[src/rtl/arb_pkg.sv]
// Shared constants, state encodings and a find-first helper for the 16-way round-robin arbiter.
package arb_pkg;

  localparam int N_REQ = 16;
  localparam int ID_W  = 4;
  localparam int CNT_W = 8;

  localparam logic [0:0] IDLE  = 1'b0;
  localparam logic [0:0] GRANT = 1'b1;

  // Lowest set bit wins; returns 0 for an all-zero vector (callers gate on |v).
  function automatic logic [ID_W-1:0] find_first(input logic [N_REQ-1:0] v);
    find_first = '0;
    for (int i = N_REQ - 1; i >= 0; i--) begin
      if (v[i]) find_first = i[ID_W-1:0];
    end
  endfunction

endpackage

[src/rtl/dec4to16_en.sv]
// Enabled 4-to-16 one-hot decoder, built as a 2-to-4 row select feeding four 2-to-4 column decoders.
// Purely combinational; output is all zeros when en=0.
module dec2to4_en (
  input  logic [1:0] sel,
  input  logic       en,
  output logic [3:0] onehot
);

  always_comb begin
    onehot = '0;
    if (en) onehot[sel] = 1'b1;
  end

endmodule

module dec4to16_en (
  input  logic [3:0]  sel,
  input  logic        en,
  output logic [15:0] onehot
);

  logic [3:0] row_en;

  dec2to4_en u_row (
    .sel    (sel[3:2]),
    .en     (en),
    .onehot (row_en)
  );

  for (genvar g = 0; g < 4; g++) begin : g_col
    dec2to4_en u_col (
      .sel    (sel[1:0]),
      .en     (row_en[g]),
      .onehot (onehot[4*g +: 4])
    );
  end

endmodule

[src/rtl/rr_arbiter16.sv]
// Round-robin arbiter for 16 requesters: req sampled in IDLE is granted the next cycle, one IDLE gap between grants.
// The holder keeps the grant until done, dropping its req, or MAX_HOLD cycles elapse (timeout pulse on forced release).
module rr_arbiter16
  import arb_pkg::*;
#(
  parameter int MAX_HOLD = 8
) (
  input  logic             clk,
  input  logic             rst,
  input  logic [N_REQ-1:0] req,
  input  logic             done,
  output logic [N_REQ-1:0] gnt,
  output logic [ID_W-1:0]  gnt_id,
  output logic             gnt_valid,
  output logic             timeout,
  output logic             busy
);

  localparam logic [CNT_W-1:0] HOLD_LIM = (MAX_HOLD == 0) ? '0 : CNT_W'(MAX_HOLD - 1);
  localparam logic [CNT_W-1:0] CNT_MAX  = '1;

  logic [0:0]       state_q;
  logic [ID_W-1:0]  ptr_q;
  logic [ID_W-1:0]  gnt_id_q;
  logic [CNT_W-1:0] hold_cnt_q;
  logic             timeout_q;

  logic [2*N_REQ-1:0] req_dbl;
  logic [N_REQ-1:0]   req_rot;
  logic [ID_W-1:0]    win_id;
  logic               any_req;
  logic               limit_hit;
  logic               rel_normal;
  logic               release_now;

  // Rotate so that requester ptr lands at bit 0, pick the lowest set bit, then undo the rotation.
  always_comb begin
    req_dbl = {req, req} >> ptr_q;
    req_rot = req_dbl[N_REQ-1:0];
    win_id  = ptr_q + find_first(req_rot);
    any_req = |req;
  end

  always_comb begin
    limit_hit   = (MAX_HOLD != 0) && (hold_cnt_q == HOLD_LIM);
    rel_normal  = done || !req[gnt_id_q];
    release_now = rel_normal || limit_hit;
  end

  always_ff @(posedge clk or posedge rst) begin
    if (rst) begin
      state_q    <= IDLE;
      ptr_q      <= '0;
      gnt_id_q   <= '0;
      hold_cnt_q <= '0;
      timeout_q  <= 1'b0;
    end else begin
      case (state_q)
        IDLE: begin
          timeout_q <= 1'b0;
          if (any_req) begin
            gnt_id_q   <= win_id;
            hold_cnt_q <= '0;
            state_q    <= GRANT;
          end
        end
        GRANT: begin
          if (hold_cnt_q != CNT_MAX) hold_cnt_q <= hold_cnt_q + 1'b1;
          if (release_now) begin
            state_q   <= IDLE;
            ptr_q     <= gnt_id_q + 1'b1;
            // A limit coinciding with done or a req drop counts as a normal release.
            timeout_q <= !rel_normal;
          end else begin
            timeout_q <= 1'b0;
          end
        end
        default: begin
          state_q   <= IDLE;
          timeout_q <= 1'b0;
        end
      endcase
    end
  end

  assign gnt_id    = gnt_id_q;
  assign gnt_valid = (state_q == GRANT);
  assign busy      = (state_q != IDLE);
  assign timeout   = timeout_q;

  dec4to16_en u_gnt_dec (
    .sel    (gnt_id_q),
    .en     (gnt_valid),
    .onehot (gnt)
  );

endmodule

[config.mk]
export PLATFORM = sky130hd
export DESIGN_NAME = rr_arbiter16
export DESIGN_NICKNAME = d
export VERILOG_FILES = /design/src/rtl/arb_pkg.sv /design/src/rtl/dec4to16_en.sv /design/src/rtl/rr_arbiter16.sv
export SDC_FILE = /design/constraint.sdc
export NUM_CORES = 1
export LEC_CHECK = 0
export ABC_AREA = 1
export CAP_MARGIN = 20
export CORE_MARGIN = 2
export CORE_UTILIZATION = 58
export CTS_BUF_LIST = sky130_fd_sc_hd__clkbuf_16
export CTS_CLUSTER_SIZE = 8
export DETAILED_ROUTE_END_ITERATION = 8
export PLACE_DENSITY = 0.87
export SLEW_MARGIN = 25
export SYNTH_ARGS = -nofsm -noshare
export SYNTH_HDL_FRONTEND = slang
export SYNTH_HIERARCHICAL = 1
export SYNTH_SLANG_ARGS = --single-unit
[constraint.sdc]
create_clock -name clk -period 5.9 [get_ports clk]
set_input_delay 0.59 -clock clk [delete_from_list [all_inputs] [get_ports clk]]
set_output_delay 0.59 -clock clk [all_outputs]
set_load 0.05 [all_outputs]
==> results.cfg <==
[critical_path]
endpoint_kind = flop
cp_top_family = simple AND/OR/NAND/NOR gates
crit_buf_inv = 3
crit_type = reg2reg
cp-start-kind = flop
cp_slowest_cell = dfrtp_1
r2r_cells = 19
required_ns = 6.03
reg2reg_slack_ns = 2.41
r2r-start = ptr_q[2]
worstReg2RegEnd = gnt_id[3]
crit_arrival_ns = 3.62
path_cells = inv_1 > nand3_1 > nand2_1 > nand2_1 > nand2_1 > a21oi_1 > inv_1 > a31oi_1 > nor2_1 > nor2_1 > o21ai_0 > nand2_1 > inv_1 > ha_1 > nand3_1 > nand2_1 > xor2_1 > xnor2_1 > o21ai_1
cpPeakStageDelay_ns = 0.83
critPathMaxFanout = 22
path_common_cell = nand2_1

[hold_path]
min_to = hold_cnt_q[1]
min_from = hold_cnt_q[1]
holdPathStages = 1
hold_path.class = reg2reg

[die]
die_area_um2 = 4640
pin_count = 42
rows = 23
fp.coreArea_um2 = 3970
die_y_um = 68.1
initial_core_util_pct = 60.0
chipWidth_um = 68.1

[cells_and_area]
area.sequential_um2 = 450
syn2layout_area_growth_pct = 18.4
final_area_um2 = 2820
diodes = 0
final_nets = 439
fillers = 344
mostFrequentLayoutCells = nand2_1 (98), nand3_1 (57), inv_1 (41), clkdlybuf4s50_1 (41), nor2_1 (36)
drive_gt1_share_pct = 10.7
layout_commonest_cell = nand2_1
final_util_pct = 71.0
multi_input_area_um2 = 1640

[clock_tree]
htreeDepth = 1
post-cts-setup-buffers = 0
cts_resized = 0
postCtsHoldBufs = 0
cts_buffers = 3
cts.clk_slew.worst_paths_ns = 0.05
cts_root_buffer = clkbuf_16
cts_buffer_depth = 2
cts_tree = yes
clock_sinks = 18
clk_latency_ns = 0.25

[synthesis]
synthesis.nets = 407
yosys_warnings = 6
synth_cells = 382
synth_area_per_cell_um2 = 6.24
synthArstFlopShare_pct = 100
yosys_most_used_dff = dfrtp_1
synth_area_um2 = 2380
synth_seq_area_share_pct = 18.9
synth_edf_count = 0
yosys_register_bits = 18
yosysUniqueCellTypes = 42

[global_routing]
grt_pass1_vias = 2397
grt-ovfl-total = 0
grtUsageTotal_pct = 28.3
grt_pass1_wl_um = 10200
grt_antenna_before_repair = 0
grt_max_degree = 26

[timing]
clock.fmax_mhz = 286
min_period_ns = 3.49
maxSlewViolCount = 0
setup_viol = 0
fin_skew_ns = 0.00460
worst_pin_slew_ns = 0.800
post-route-period-util_pct = 59.2
rsz0062_at_grt = false
slew_headroom_pct = 46.7
finalSetupTns_ns = 0
finalHoldViolations = 0

[power_and_ir_drop]
p_leak_nw = 1.33
p_int_mw = 0.736
switching_share_pct = 59.2
seqPwrFrac_pct = 17.5
p_clk_share_pct = 7.5
p_total_mw = 1.80
combPwrFrac_pct = 75.0
switchingPower_mw = 1.07
ir_drop_mv = 0.465
power_density_nw_per_um2 = 640

[placed_design]
hpwl_um = 4790
gp_congestion = 0.961
portBuffers = 41
place_area_um2 = 2740

[route]
wl_per_cell_um = 13.4
ant_nets = 0
drtIter0Drc = 162
drc = 0
route.vias.total = 2605
totalWireLength_um = 6190
viasPerCell = 5.63
drt_first_pass_iters = 5

[status]
outcome = finished, final reports clean

[run]
cap_violations = 0
==> power groups by stage <==
| stage | Sequential (mW) | Combinational, mW | Clock (mW) |
|---|---|---|---|
| detailed placement | 0.315 | 1.34 | 0 |
| finish | 0.316 | 1.35 | 0.135 |
| global route | 0.330 | 1.54 | 0.141 |
| global placement | 0.313 | 1.31 | 0 |
| CTS | 0.315 | 1.35 | 0.135 |
| floorplan | 0.283 | 1.12 | 0 |
==> through the flow <==
step / setup slack [ns] / std cells / hold slack [ns]
after floorplan: 3.20 / 382 / 0.486
after global placement: 2.38 / 459 / 0.509
after detailed placement: 2.32 / 459 / 0.525
after CTS: 2.47 / 463 / 0.540
after global routing: 1.95 / 463 / 0.571
final: 2.41 / 463 / 0.554
==> registers in the layout, summed over array words and instances (netlist names) <==
signal and cells:
busy 1, ptr_q 4, timeout 1, hold_cnt_q 8, gnt_id 4
==> Yosys cell counts (4+ instances only) <==
| master | n | area, um^2 |
|---|---|---|
| nand2_1 | 98 | 368 |
| nand3_1 | 57 | 285 |
| inv_1 | 41 | 154 |
| nor2_1 | 36 | 135 |
| o21ai_0 | 24 | 120 |
| dfrtp_1 | 18 | 450 |
| nand3_2 | 17 | 170 |
| a21oi_1 | 13 | 65.1 |
| nand2_4 | 8 | 90.1 |
| o21ai_1 | 8 | 40.0 |
| ha_1 | 5 | 62.6 |
| buf_6 | 4 | 45.0 |
| nor3_1 | 4 | 20.0 |
==> per-layer routing <==
layer / global-route usage, % / wire (um)
met1: 36.8 / 2870
met5: 0 / 0
met2: 49.8 / 2850
met4: 5.75 / 83
met3: 4.11 / 383
==> cells by family after synthesis <==
group	synth area share [%]
xor gates and xnor gates	2.21
adders and majority gates	3.46
AOI/OAI and AO/OA	14.0
muxes	0.420
buffers and inverters	12.3
DFF	18.9
and+or+nand+nor	48.7
==> area by class of cell <==
type | count | area share, %
Multi-Input combinational cell | 305 | 58.1
Sequential cell | 18 | 16.0
Timing Repair Buffer | 41 | 14.5
Inverter | 45 | 6.34
Clock buffer | 3 | 2.66
Tap cell | 50 | 2.22
Clock inverter | 1 | 0.133
==> worst reg2reg max path: stages, from the launching register on <==
cell and delay [ns]:
dfrtp_1 0.83, inv_1 0.44, nand3_1 0.21, nand2_1 0.10
nand2_1 0.07, nand2_1 0.07, a21oi_1 0.11, inv_1 0.08
a31oi_1 0.15, nor2_1 0.06, nor2_1 0.08, o21ai_0 0.08
nand2_1 0.12, inv_1 0.06, ha_1 0.27, nand3_1 0.09
nand2_1 0.07, xor2_1 0.15, xnor2_1 0.27, o21ai_1 0.09
==> worst max-delay path by stage <==
stage / start / end / slack (ns) / cells after the start
2_1_floorplan: ptr_q[0] / gnt_id[2] / 3.20 / 29
3_3_place_gp: req[5] / gnt_id[3] / 2.38 / 19
3_5_place_dp: req[14] / gnt_id[2] / 2.32 / 25
4_1_cts: ptr_q[2] / gnt_id[3] / 2.47 / 19
5_1_grt: ptr_q[0] / gnt_id[2] / 1.95 / 28
6_report: ptr_q[2] / gnt_id[3] / 2.41 / 19
No activity file was read; power rests on OpenSTA's default activity.
